$ cat config.mk
export PLATFORM = sky130hd
export DESIGN_NAME = seg7_decode_rx
export DESIGN_NICKNAME = d
export VERILOG_FILES = /design/src/rtl/seg7_pkg.sv /design/src/rtl/seg7_to_bcd.sv /design/src/rtl/seg7_decode_rx.sv
export SDC_FILE = /design/constraint.sdc
export NUM_CORES = 1
export LEC_CHECK = 0
export BUFFER_PORTS_ARGS = -buffer_cell sky130_fd_sc_hd__buf_4
export CAP_MARGIN = 20
export CORE_MARGIN = 5
export CORE_UTILIZATION = 53
export CTS_CLUSTER_DIAMETER = 100
export DETAILED_ROUTE_END_ITERATION = 10
export GPL_TIMING_DRIVEN = 0
export PLACE_DENSITY = 0.75
export REMOVE_ABC_BUFFERS = 1
export SLEW_MARGIN = 20
export SYNTH_ARGS = -nofsm -noshare
export SYNTH_HDL_FRONTEND = slang
export SYNTH_SLANG_ARGS = --single-unit
$ cat constraint.sdc
create_clock -name clk -period 2.7 [get_ports clk]
set_clock_uncertainty 0.15 [all_clocks]
set_input_delay 0.405 -clock clk [delete_from_list [all_inputs] [get_ports clk]]
set_output_delay 0.405 -clock clk [all_outputs]
set_load 0.005 [all_outputs]
$ cat src/rtl/seg7_pkg.sv
// rtl/seg7_pkg.sv - shared seven-segment pattern constants, state encoding and defaults
package seg7_pkg;

    localparam int STABLE_CYCLES_DEFAULT = 4;

    localparam logic [7:0] SEG_BLANK = 8'hFF;
    localparam logic [1:0] AN_BLANK  = 2'b11;
    localparam logic [1:0] AN_UNITS  = 2'b10;
    localparam logic [1:0] AN_TENS   = 2'b01;

    // Active-low a..g, bit6 = a, bit0 = g
    localparam logic [6:0] SEG_0 = 7'b0000001;
    localparam logic [6:0] SEG_1 = 7'b1001111;
    localparam logic [6:0] SEG_2 = 7'b0010010;
    localparam logic [6:0] SEG_3 = 7'b0000110;
    localparam logic [6:0] SEG_4 = 7'b1001100;
    localparam logic [6:0] SEG_5 = 7'b0100100;
    localparam logic [6:0] SEG_6 = 7'b0100000;
    localparam logic [6:0] SEG_7 = 7'b0001111;
    localparam logic [6:0] SEG_8 = 7'b0000000;
    localparam logic [6:0] SEG_9 = 7'b0000100;

    typedef enum logic [1:0] {
        S_UNITS = 2'd0,
        S_TENS  = 2'd1,
        S_EMIT  = 2'd2
    } state_t;

    // Only meaningful for legal digits, where the result never exceeds 99
    function automatic logic [6:0] tens_units_to_bin(input logic [3:0] tens, input logic [3:0] units);
        return {tens, 3'b000} + {2'b00, tens, 1'b0} + {3'b000, units};
    endfunction

endpackage

$ cat src/rtl/seg7_to_bcd.sv
// rtl/seg7_to_bcd.sv - combinational active-low a..g pattern to decimal digit lookup
module seg7_to_bcd
    import seg7_pkg::*;
(
    input  logic [6:0] seg_i,
    output logic [3:0] digit_o,
    output logic       illegal_o
);

    always_comb begin
        digit_o   = 4'd0;
        illegal_o = 1'b0;
        case (seg_i)
            SEG_0:   digit_o = 4'd0;
            SEG_1:   digit_o = 4'd1;
            SEG_2:   digit_o = 4'd2;
            SEG_3:   digit_o = 4'd3;
            SEG_4:   digit_o = 4'd4;
            SEG_5:   digit_o = 4'd5;
            SEG_6:   digit_o = 4'd6;
            SEG_7:   digit_o = 4'd7;
            SEG_8:   digit_o = 4'd8;
            SEG_9:   digit_o = 4'd9;
            default: illegal_o = 1'b1;
        endcase
    end

endmodule

$ cat src/rtl/seg7_decode_rx.sv
// rtl/seg7_decode_rx.sv - recovers a two-digit value from a multiplexed seven-segment display
module seg7_decode_rx
    import seg7_pkg::*;
#(
    parameter int STABLE_CYCLES = STABLE_CYCLES_DEFAULT,
    parameter bit CHANGE_ONLY   = 1'b1
) (
    input  logic       clk,
    input  logic       rst,
    input  logic [7:0] seg_n,
    input  logic [1:0] an_n,
    output logic [6:0] out_value,
    output logic       out_valid,
    input  logic       out_ready,
    output logic       frame_err,
    output logic       overrun
);

    // The counter compares against the previous sample, so STABLE_CYCLES identical
    // samples correspond to STABLE_CYCLES-1 matching compares.
    localparam logic [7:0] CNT_SAT = 8'(STABLE_CYCLES);
    localparam logic [7:0] CNT_ACC = 8'(STABLE_CYCLES - 2);

    logic [9:0] samp_q;
    logic [9:0] prev_q;
    logic [7:0] cnt_q, cnt_d;
    state_t     state_q, state_d;
    logic [3:0] units_q, units_d;
    logic [3:0] tens_q, tens_d;
    logic       units_ill_q, units_ill_d;
    logic       tens_ill_q, tens_ill_d;
    logic [6:0] out_value_q, out_value_d;
    logic       out_valid_q, out_valid_d;
    logic       frame_err_q, frame_err_d;
    logic       overrun_q, overrun_d;
    logic       last_vld_q, last_vld_d;
    logic [6:0] last_val_q, last_val_d;

    logic [1:0] samp_an;
    logic       is_digit;
    logic       same;
    logic       accept;
    logic [3:0] dec_digit;
    logic       dec_illegal;
    logic [6:0] emit_val;
    logic       frame_ill;
    logic       is_repeat;
    logic       do_load;
    logic       unused_dp;

    assign samp_an   = samp_q[9:8];
    assign is_digit  = (samp_an == AN_UNITS) || (samp_an == AN_TENS);
    assign same      = (samp_q[9:1] == prev_q[9:1]);
    assign accept    = is_digit && same && (cnt_q == CNT_ACC);
    assign unused_dp = samp_q[0] ^ prev_q[0];

    seg7_to_bcd u_seg7_to_bcd (
        .seg_i     (samp_q[7:1]),
        .digit_o   (dec_digit),
        .illegal_o (dec_illegal)
    );

    assign emit_val  = tens_units_to_bin(tens_q, units_q);
    assign frame_ill = units_ill_q | tens_ill_q;
    assign is_repeat = CHANGE_ONLY && last_vld_q && (last_val_q == emit_val);
    assign do_load   = (state_q == S_EMIT) && !frame_ill && !is_repeat;

    always_comb begin
        cnt_d = cnt_q;
        if (!is_digit || !same) begin
            cnt_d = 8'd0;
        end else if (cnt_q != CNT_SAT) begin
            cnt_d = cnt_q + 8'd1;
        end
    end

    always_comb begin
        state_d     = state_q;
        units_d     = units_q;
        tens_d      = tens_q;
        units_ill_d = units_ill_q;
        tens_ill_d  = tens_ill_q;
        case (state_q)
            S_UNITS: begin
                if (accept && samp_an == AN_UNITS) begin
                    units_d     = dec_digit;
                    units_ill_d = dec_illegal;
                    state_d     = S_TENS;
                end
            end
            S_TENS: begin
                if (accept && samp_an == AN_TENS) begin
                    tens_d     = dec_digit;
                    tens_ill_d = dec_illegal;
                    state_d    = S_EMIT;
                end
            end
            S_EMIT:  state_d = S_UNITS;
            default: state_d = S_UNITS;
        endcase
    end

    always_comb begin
        out_value_d = out_value_q;
        out_valid_d = out_valid_q;
        overrun_d   = overrun_q;
        last_vld_d  = last_vld_q;
        last_val_d  = last_val_q;
        frame_err_d = (state_q == S_EMIT) && frame_ill;
        if (do_load) begin
            out_value_d = emit_val;
            out_valid_d = 1'b1;
            last_vld_d  = 1'b1;
            last_val_d  = emit_val;
            if (out_valid_q && !out_ready) begin
                overrun_d = 1'b1;
            end
        end else if (out_valid_q && out_ready) begin
            out_valid_d = 1'b0;
        end
    end

    always_ff @(posedge clk) begin
        if (rst) begin
            samp_q      <= {AN_BLANK, SEG_BLANK};
            prev_q      <= {AN_BLANK, SEG_BLANK};
            cnt_q       <= 8'd0;
            state_q     <= S_UNITS;
            units_q     <= 4'd0;
            tens_q      <= 4'd0;
            units_ill_q <= 1'b0;
            tens_ill_q  <= 1'b0;
            out_value_q <= 7'd0;
            out_valid_q <= 1'b0;
            frame_err_q <= 1'b0;
            overrun_q   <= 1'b0;
            last_vld_q  <= 1'b0;
            last_val_q  <= 7'd0;
        end else begin
            samp_q      <= {an_n, seg_n};
            prev_q      <= samp_q;
            cnt_q       <= cnt_d;
            state_q     <= state_d;
            units_q     <= units_d;
            tens_q      <= tens_d;
            units_ill_q <= units_ill_d;
            tens_ill_q  <= tens_ill_d;
            out_value_q <= out_value_d;
            out_valid_q <= out_valid_d;
            frame_err_q <= frame_err_d;
            overrun_q   <= overrun_d;
            last_vld_q  <= last_vld_d;
            last_val_q  <= last_val_d;
        end
    end

    assign out_value = out_value_q;
    assign out_valid = out_valid_q;
    assign frame_err = frame_err_q;
    assign overrun   = overrun_q;

endmodule

### Word-level counts from Yosys, hierarchy flattened

Index checks and enable logic that the tools add are counted.

| word-level totals | value |
|---|---|
| bits in registers | 51 |
| bits of input ports | 13 |
| word-level logic and storage cells | 69 |

| cells by class | value |
|---|---|
| add/sub/neg operators | 3 |
| equal/unequal tests | 19 |
| muxes and demuxes | 7 |
| bitwise gates (word level) | 1 |
| reductions and logical operators | 26 |

Operators by type and width:

| kind | number |
|---|---|
| 4-bit one-hot mux with 9 select lines | 1 |
| 7-bit by 3-bit == test with 1-bit output, second input constant | 2 |
| 7-bit by 6-bit == test with 1-bit output, second input constant | 2 |
| 7-bit == test, second input constant | 2 |
| 1-bit logical AND | 10 |
| 10-bit OR reduction | 1 |
| 9-bit == test | 1 |
| 8-bit by 1-bit adder with 8-bit output, second input constant | 1 |
| 8-bit by 2-bit == test with 1-bit output, second input constant | 1 |
| 8-bit by 3-bit inequality test with 1-bit output, second input constant | 1 |
| 2-bit AND reduction | 4 |
| 7-bit by 4-bit adder with 7-bit output | 1 |
| 7-bit by 5-bit adder with 7-bit output | 1 |
| 7-bit by 1-bit == test with 1-bit output, second input constant | 1 |
| 7-bit by 4-bit == test with 1-bit output, second input constant | 1 |
| 7-bit by 5-bit == test with 1-bit output, second input constant | 1 |
| 7-bit == test | 1 |
| 7-bit zero test | 1 |
| 1-bit zero test | 5 |
| 2-bit by 1-bit == test with 1-bit output, second input constant | 2 |
| 2-bit == test, second input constant | 2 |
| 2-bit 2-to-1 mux | 2 |
| 2-bit inequality test, second input constant | 2 |
| 2-bit one-hot mux with 2 select lines | 1 |
| other kinds (6) | 9 |

### Longest topological paths before layout

Gate-level depths: netlist of run 1.

| logic depth | value |
|---|---|
| word-level depth | 7 |
| gate-level depth with buffers | 8 |
| mapped depth without buffers | 8 |

### Modules after synthesis

From an unflattened synthesis of run 1, not the netlist that was laid out.

| unflattened totals | value |
|---|---|
| cell total of the unflattened synthesis | 269 |
| area, all modules | 2581.2 um^2 |

Modules (own cells, without submodules):

| module | times used | cells each | area an instance (um^2) |
|---|---|---|---|
| seg7_decode_rx | 1 | 239 | 2364.8 |
| seg7_to_bcd | 1 | 30 | 216.5 |

### Worst setup path after synthesis of run 1

Ideal clock, no wire load.

| timing path | value |
|---|---|
| path type | register to register |
| start point | register units_q[3] |
| end point | register last_val_q[4] |
| library setup time | 0.086 ns |
| data arrival time | 2.501 ns |
| data required time | 2.464 ns |
| slack | -0.037 ns |
| cell stages (with the launch flop) | 8 |
| period minus slack after synthesis | 2.737 ns |
| cells stage by stage | dfxtp_1 -> fa_1 -> fa_1 -> a21o_1 -> a21oi_1 -> xor3_1 -> a31o_2 -> a211oi_1 |

| on the way | value |
|---|---|
| word-level cells in the longest chain between the ends | 5 |

Ends and longest elaborated chain:

| element | RTL line | text |
|---|---|---|
| start, declared | seg7_decode_rx.sv:28 | `logic [3:0] units_q, units_d;` |
| start signal, assigned | seg7_decode_rx.sv:144 | `units_q <= units_d;` |
| 7-bit by 4-bit adder with 7-bit output * | seg7_pkg.sv:31 | `return {tens, 3'b000} + {2'b00, tens, 1'b0} + {3'b000, units};` |
| 7-bit == test | seg7_decode_rx.sv:65 | `assign is_repeat = CHANGE_ONLY && last_vld_q && (last_val_q == emit_val);` |
| 1-bit logical AND | seg7_decode_rx.sv:65 |  |
| 1-bit zero test | seg7_decode_rx.sv:66 | `assign do_load = (state_q == S_EMIT) && !frame_ill && !is_repeat;` |
| 1-bit logical AND | seg7_decode_rx.sv:66 |  |
| end signal, assigned | seg7_decode_rx.sv:153 | `last_val_q <= last_val_d;` |
| end, declared | seg7_decode_rx.sv:37 | `logic [6:0] last_val_q, last_val_d;` |

Mark *: on every way between the ends. The rest lies on a longest branch, timed or not.
A chain may end at the register's enable or synchronous reset.

### Worst setup path after layout of run 1

| timing path | value |
|---|---|
| start point | register tens_q[0] |
| end point | register last_val_q[4] |

| on the way | value |
|---|---|
| word-level cells in the longest chain between the ends | 6 |

Ends and longest elaborated chain:

| element | RTL line | text |
|---|---|---|
| start, declared | seg7_decode_rx.sv:29 | `logic [3:0] tens_q, tens_d;` |
| start signal, assigned | seg7_decode_rx.sv:145 | `tens_q <= tens_d;` |
| 7-bit by 5-bit adder with 7-bit output * | seg7_pkg.sv:31 |  |
| 7-bit by 4-bit adder with 7-bit output * | seg7_pkg.sv:31 |  |
| 7-bit == test | seg7_decode_rx.sv:65 |  |
| 1-bit logical AND | seg7_decode_rx.sv:65 |  |
| 1-bit zero test | seg7_decode_rx.sv:66 |  |
| 1-bit logical AND | seg7_decode_rx.sv:66 |  |

Marks and branches as above.

==> results of run 1 <==
-- power breakdown --
group          internal, mW  switching [mW]
clock                 0.184           0.235
sequential            0.735          0.0178
combinational        0.0370          0.0301
total                 0.955           0.283
-- area by class of cell --
class | count | area share (%)
Multi-Input combinational cell | 202 | 52.4
Sequential cell | 49 | 34.0
Timing Repair Buffer | 29 | 7.51
Clock buffer | 7 | 2.63
Tap cell | 54 | 2.33
Inverter | 7 | 0.906
Clock inverter | 1 | 0.259
-- through the flow --
stage               setup TNS, ns  cells  instance area (um2)  hold WS (ns)  util [%]
finish                          0    349                 2900         0.128      61.8
detailed placement         -0.639    333                 2710         0.302      57.8
global route                    0    349                 2900         0.125      61.8
CTS                       -0.0270    345                 2850         0.122      60.7
global placement           -0.660    333                 2710         0.296      57.8
floorplan                 -0.0382    258                 2480         0.276         -
-- cell usage in the layout (no fill, tap or decap), types with 7 or more instances in the layout --
master / n
mux2i_1: 9
a21oi_1: 8
dfxtp_1: 46
nand3_1: 9
buf_4: 29
inv_1: 7
nand4_1: 7
nor2_1: 20
xnor2_1: 18
or2_2: 19
ha_1: 11
nand2b_1: 14
xor2_1: 7
-- how the worst max path moves through the flow --
stage	start	end	slack (ns)	cells after the start
after global placement	tens_q[2]	last_val_q[4]	-0.21	7
after CTS	tens_q[0]	last_val_q[4]	-0.03	7
final	tens_q[0]	last_val_q[4]	0.10	8
after detailed placement	tens_q[2]	last_val_q[4]	-0.20	7
after global routing	tens_q[0]	last_val_q[2]	0.002	8
after floorplan	units_q[3]	last_val_q[4]	-0.04	7
-- kinds of logic (layout without fill, tap and decap cells) --
| logic type | after synthesis | in the layout | synth area share [%] |
|---|---|---|---|
| compound gates | 36 | 36 | 9.43 |
| xor+xnor | 28 | 28 | 10.8 |
| fa+ha+maj | 14 | 14 | 7.50 |
| buf+inv | 20 | 44 | 3.01 |
| flops | 49 | 49 | 38.7 |
| mux | 9 | 9 | 3.55 |
| simple gates | 115 | 115 | 27.0 |
-- flip-flops by register name (all words and copies together) (netlist names), 2 cells and up --
name,count
last_val_q,7
units_q,4
cnt_q,8
samp_q,9
tens_q,4
prev_q,9
state_q,2
-- worst max-delay path, delay by kind of cell, from the launching register on --
| kind | cells | cell delay (ns) |
|---|---|---|
| buffers and inverters | 1 | 0.15 |
| AO/OA/AOI/OAI | 2 | 0.47 |
| XOR/XNOR | 2 | 0.31 |
| flip-flops | 1 | 0.34 |
| AND/OR/NAND/NOR | 1 | 0.21 |
| adder cells (fa/ha/maj) | 2 | 0.88 |
-- metal layers --
metal | wire length (um) | global-route usage [%] | vias to the layer above
met1 | 2170 | 19.5 | 915
met2 | 2090 | 25.6 | 29
met5 | 0 | 0 | -
met3 | 153 | 2.83 | 6
met4 | 49 | 5.15 | 0
li1 | - | - | 994
-- timing repair --
item | 4_1_cts | 5_1_grt
endpoints found under the setup margin | 8 | 9
gates resized for setup | 8 | 5
pin swaps | 4 | 1
buffers inserted | 4 | 4
==> flow_metrics.tcl, run 1 <==
set metrics [dict create \
    synth_flop_cell "dfxtp_1" \
    setup-violations-final 0 \
    r2r_slack_ns 0.10 \
    hold_viol 0 \
    overflow 0 \
    place.gp.congestion 0.783 \
    post-place-ws_ns -0.198 \
    critPathCaptureType "register" \
    yosysTopAreaCellShare_pct 38.7 \
    hp-class "input pin to register" \
    diodes 0 \
    ys_types 45 \
    start_kind "register" \
    numCtsBuffers 5 \
    fp.dieArea_mm2 0.00627 \
    htreeDepth 2 \
    wl_per_cell_um 12.8 \
    syn2layout_area_growth_pct 14.4 \
    post-route-period-util_pct 96.2 \
    cp_max_fo 3 \
    cts.sinks 49 \
    cts_tree "done" \
    crit_type "register to register" \
    synthCells 271 \
    fillCellCount 423 \
    synth.cell_area_mm2 0.00253 \
    start_util_pct 54.0 \
    cts_root_buffer "clkbuf_8" \
    ctsHoldBuffers 0 \
    ys_seq_area_share_pct 38.7 \
    wl_um 4470 \
    min_period_ns 2.60 \
    fp.dieH_um 79.2 \
    synth_edf_count 0 \
    ff_latch_area_um2 985 \
    cp_cell_sequence "fa_1 -> fa_2 -> buf_4 -> xor2_2 -> xnor2_1 -> and3_1 -> a31o_2 -> a211oi_1" \
    tightestPinTransition_ns 0.599 \
    num_vias 1944 \
    dp_hpwl_um 3110 \
    ant_nets 0 \
    final_max_slew_viol_count 0 \
    yosysTopAreaCell "dfxtp_1" \
    peakVddDrop_mv 0.334 \
    maxCapViolCount 0 \
    port_buffers 21 \
    io_pins 23 \
    firstDrtPassIters 4 \
    worstPathRequired_ns 2.77 \
    via_per_inst 5.57 \
    p_per_area_mw_per_mm2 427 \
    synth_most_common_cell "dfxtp_1" \
    hp-start "an_n[0]" \
    multi_input_area_mm2 0.00152 \
    dieWidth_um 79.2 \
    cpMaxStageDelayCell "fa_1" \
    rsz0062_at_grt "false" \
    grtUsageTotal_pct 15.2 \
    clock_latency_ns 0.30 \
    drive_above_1_share_pct 24.4 \
    cts_max_path_buffers 2 \
    cp_slowest_stage_delay_ns 0.52 \
    synthArstFlopShare_pct 0 \
    clkTransAtPathRegs_ns 0.09 \
    ys_warn_count 0 \
    synthTopCellsByArea "dfxtp_1, xnor2_1, ha_1, or2_2, mux2i_1" \
    num_rows 25 \
    ys_top_cells_by_count "dfxtp_1, nor2_1, or2_2, xnor2_1, nand2b_1" \
    hold_end "samp_q[8]" \
    rr_startpoint "tens_q[0]" \
    synth.avg_cell_area_um2 9.35 \
    power_mw 1.24 \
    r2r_end "last_val_q[4]" \
    arrival_ns 2.66 \
    grt_pass1_vias 1830 \
    grt_first_pass_wirelength_um 7770 \
    r2r_cells 8 \
    drc 0 \
    drtIter0Drc 73 \
    grt_max_degree 49 \
    ys_ff_latch 49 \
    status "completed" \
    relSlewSlack_pct 60.1 \
    whs_path_depth 2 \
    leakage_nw 1.21 \
    fmax_mhz 385 \
    core_area_mm2 0.00469 \
    antenna_found_initial 0 \
    setup_slack_ns 0.103 \
    nNetsFinal 321 \
]
Power figures use the tool's default switching activity.
==> inputs of run 2 (changes only) <==
--- a/config.mk
+++ b/config.mk
@@ -5,12 +5,13 @@
 export SDC_FILE = /design/constraint.sdc
 export NUM_CORES = 1
 export LEC_CHECK = 0
-export BUFFER_PORTS_ARGS = -buffer_cell sky130_fd_sc_hd__buf_4
 export CAP_MARGIN = 20
+export CORE_ASPECT_RATIO = 1.5
 export CORE_MARGIN = 5
-export CORE_UTILIZATION = 53
+export CORE_UTILIZATION = 57
 export CTS_CLUSTER_DIAMETER = 100
 export DETAILED_ROUTE_END_ITERATION = 10
+export DONT_BUFFER_PORTS = 1
 export GPL_TIMING_DRIVEN = 0
 export PLACE_DENSITY = 0.75
 export REMOVE_ABC_BUFFERS = 1
==> run 2 against run 1 <==
Effect of this change: non-clock buffer count shrank 22; largest cell class unchanged; clock power grew 21%; clock-buffer cell count shrank 2; via count shrank 3.6%; sequential share of layout area grew 1.7 points; design area shrank 5.0%.
==> flow_metrics.tcl, run 2 (synthesis results as in run 1) <==
set metrics [dict create \
    status "completed" \
    comb_power_share_pct 3.8 \
    drive_above_1_share_pct 18.4 \
    final_cell_area_mm2 0.00276 \
    htreeDepth 2 \
    clock_latency_ns 0.30 \
    numCtsBuffers 5 \
    grt_first_pass_wirelength_um 8080 \
    grt_max_degree 49 \
    wl_per_cell_um 15.0 \
    grtUsageTotal_pct 16.7 \
    final_common_cell "dfxtp_1" \
    min_period_ns 2.61 \
    tightestPinTransition_ns 0.612 \
    start_kind "register" \
    peakVddDrop_mv 0.484 \
    wl_um 4770 \
    antenna_found_initial 0 \
    place.gp.congestion 0.762 \
    firstDrtPassIters 4 \
    top_regs "prev_q (9), samp_q (9), cnt_q (8)" \
    num_vias 1874 \
    hp-class "input pin to register" \
    power_frac_seq_pct 57.5 \
    num_rows 29 \
    p_per_area_mw_per_mm2 475 \
    clkTransAtPathRegs_ns 0.09 \
    ant_nets 0 \
    syn2layout_area_growth_pct 8.69 \
    arrival_ns 2.68 \
    maxCapViolCount 0 \
    post-route-period-util_pct 96.5 \
    cts_root_buffer "clkbuf_8" \
    fp.dieH_um 91.7 \
    grt_pass1_vias 1861 \
    start_util_pct 59.2 \
    critPathCaptureType "register" \
    switching_share_pct 21.1 \
    cts_max_path_buffers 2 \
    p_int_mw 1.03 \
    diodes 0 \
    switching_power_mw 0.276 \
    crit_type "register to register" \
    r2r_slack_ns 0.09 \
    core_area_mm2 0.00428 \
    rsz0062_at_grt "true" \
    io_pins 23 \
    drc 0 \
    drtIter0Drc 55 \
    worstPathRequired_ns 2.78 \
    fmax_mhz 384 \
    fp.dieArea_mm2 0.00591 \
    cp_max_fo 3 \
    hold_viol 0 \
    final_max_slew_viol_count 0 \
    dieWidth_um 64.5 \
    nNetsFinal 299 \
    clock_power_share_pct 38.7 \
    cts_tree "done" \
    via_per_inst 5.89 \
    power_mw 1.31 \
    final_cell_mix "dfxtp_1, nor2_1, or2_2" \
    leakage_nw 1.11 \
    cts.sinks 49 \
    place_area_mm2 0.00254 \
    relSlewSlack_pct 59.2 \
    port_buffers 0 \
    setup-violations-final 0 \
    overflow 0 \
    dp_hpwl_um 3340 \
]
## run 2: power by group through the flow
stage / registers, mW / clock network (mW) / logic (mW)
after floorplan: 0.765 / 0 / 0.0401
after global placement: 0.769 / 0 / 0.0446
after detailed placement: 0.769 / 0 / 0.0463
after CTS: 0.752 / 0.511 / 0.0490
after global routing: 0.755 / 0.546 / 0.0546
final: 0.752 / 0.506 / 0.0503
## run 2: stage by stage
step / worst slack, ns / TNS [ns] / cells / hold slack (ns) / util (%)
after floorplan: -0.0370 / -0.0382 / 258 / 0.276 / -
after CTS: 0.00676 / 0 / 313 / 0.0116 / 62.9
after global placement: -0.230 / -0.730 / 304 / 0.292 / 59.4
final: 0.0938 / 0 / 318 / 0.0176 / 64.3
after detailed placement: -0.297 / -1.25 / 304 / 0.301 / 59.4
after global routing: -0.0221 / -0.0233 / 318 / -0.00271 / 64.3
## run 2: final timing paths
| path | startpoint | end | cells past startpoint |
|---|---|---|---|
| setup / recovery | tens_q[0] | last_val_q[4] | 7 |
| hold / removal | rst | last_val_q[5] | 1 |
| setup reg to reg | tens_q[0] | last_val_q[4] | 7 |
| hold reg to reg | state_q[1] | state_q[0] | 1 |
## run 2: worst max-delay path: stages, from the launching register on
cell	delay (ns)
dfxtp_2	0.35
fa_1	0.53
fa_2	0.57
xor2_1	0.20
nor3_2	0.08
and3_1	0.17
a31o_2	0.27
a211oi_2	0.21
## run 2: repair_timing
item	4_1_cts	5_1_grt
pin swaps	4	1
setup endpoints to repair	9	7
setup buffers	2	4
hold buffers	0	1
endpoints found under the hold margin	0	2
resized for setup	8	6
## run 2: final cells by class
type	count	area [um2]
Multi-Input combinational cell	202	1530
Fill cell	372	1530
Sequential cell	49	983
Clock buffer	5	68.8
Tap cell	46	57.6
Timing Repair Buffer	7	55.1
Clock inverter	2	35.0
Inverter	7	26.3
## run 2: layer usage
layer  routed length (um)  share of wire [%]  up-vias  track usage (%)
met4                   42               0.88        0             4.23
met2                 2560                 54       22             29.9
met1                 2020                 42      901             19.7
li1                     -                  -      945                -
met3                  149                3.1        6             4.03
met5                    0                  0        -                0
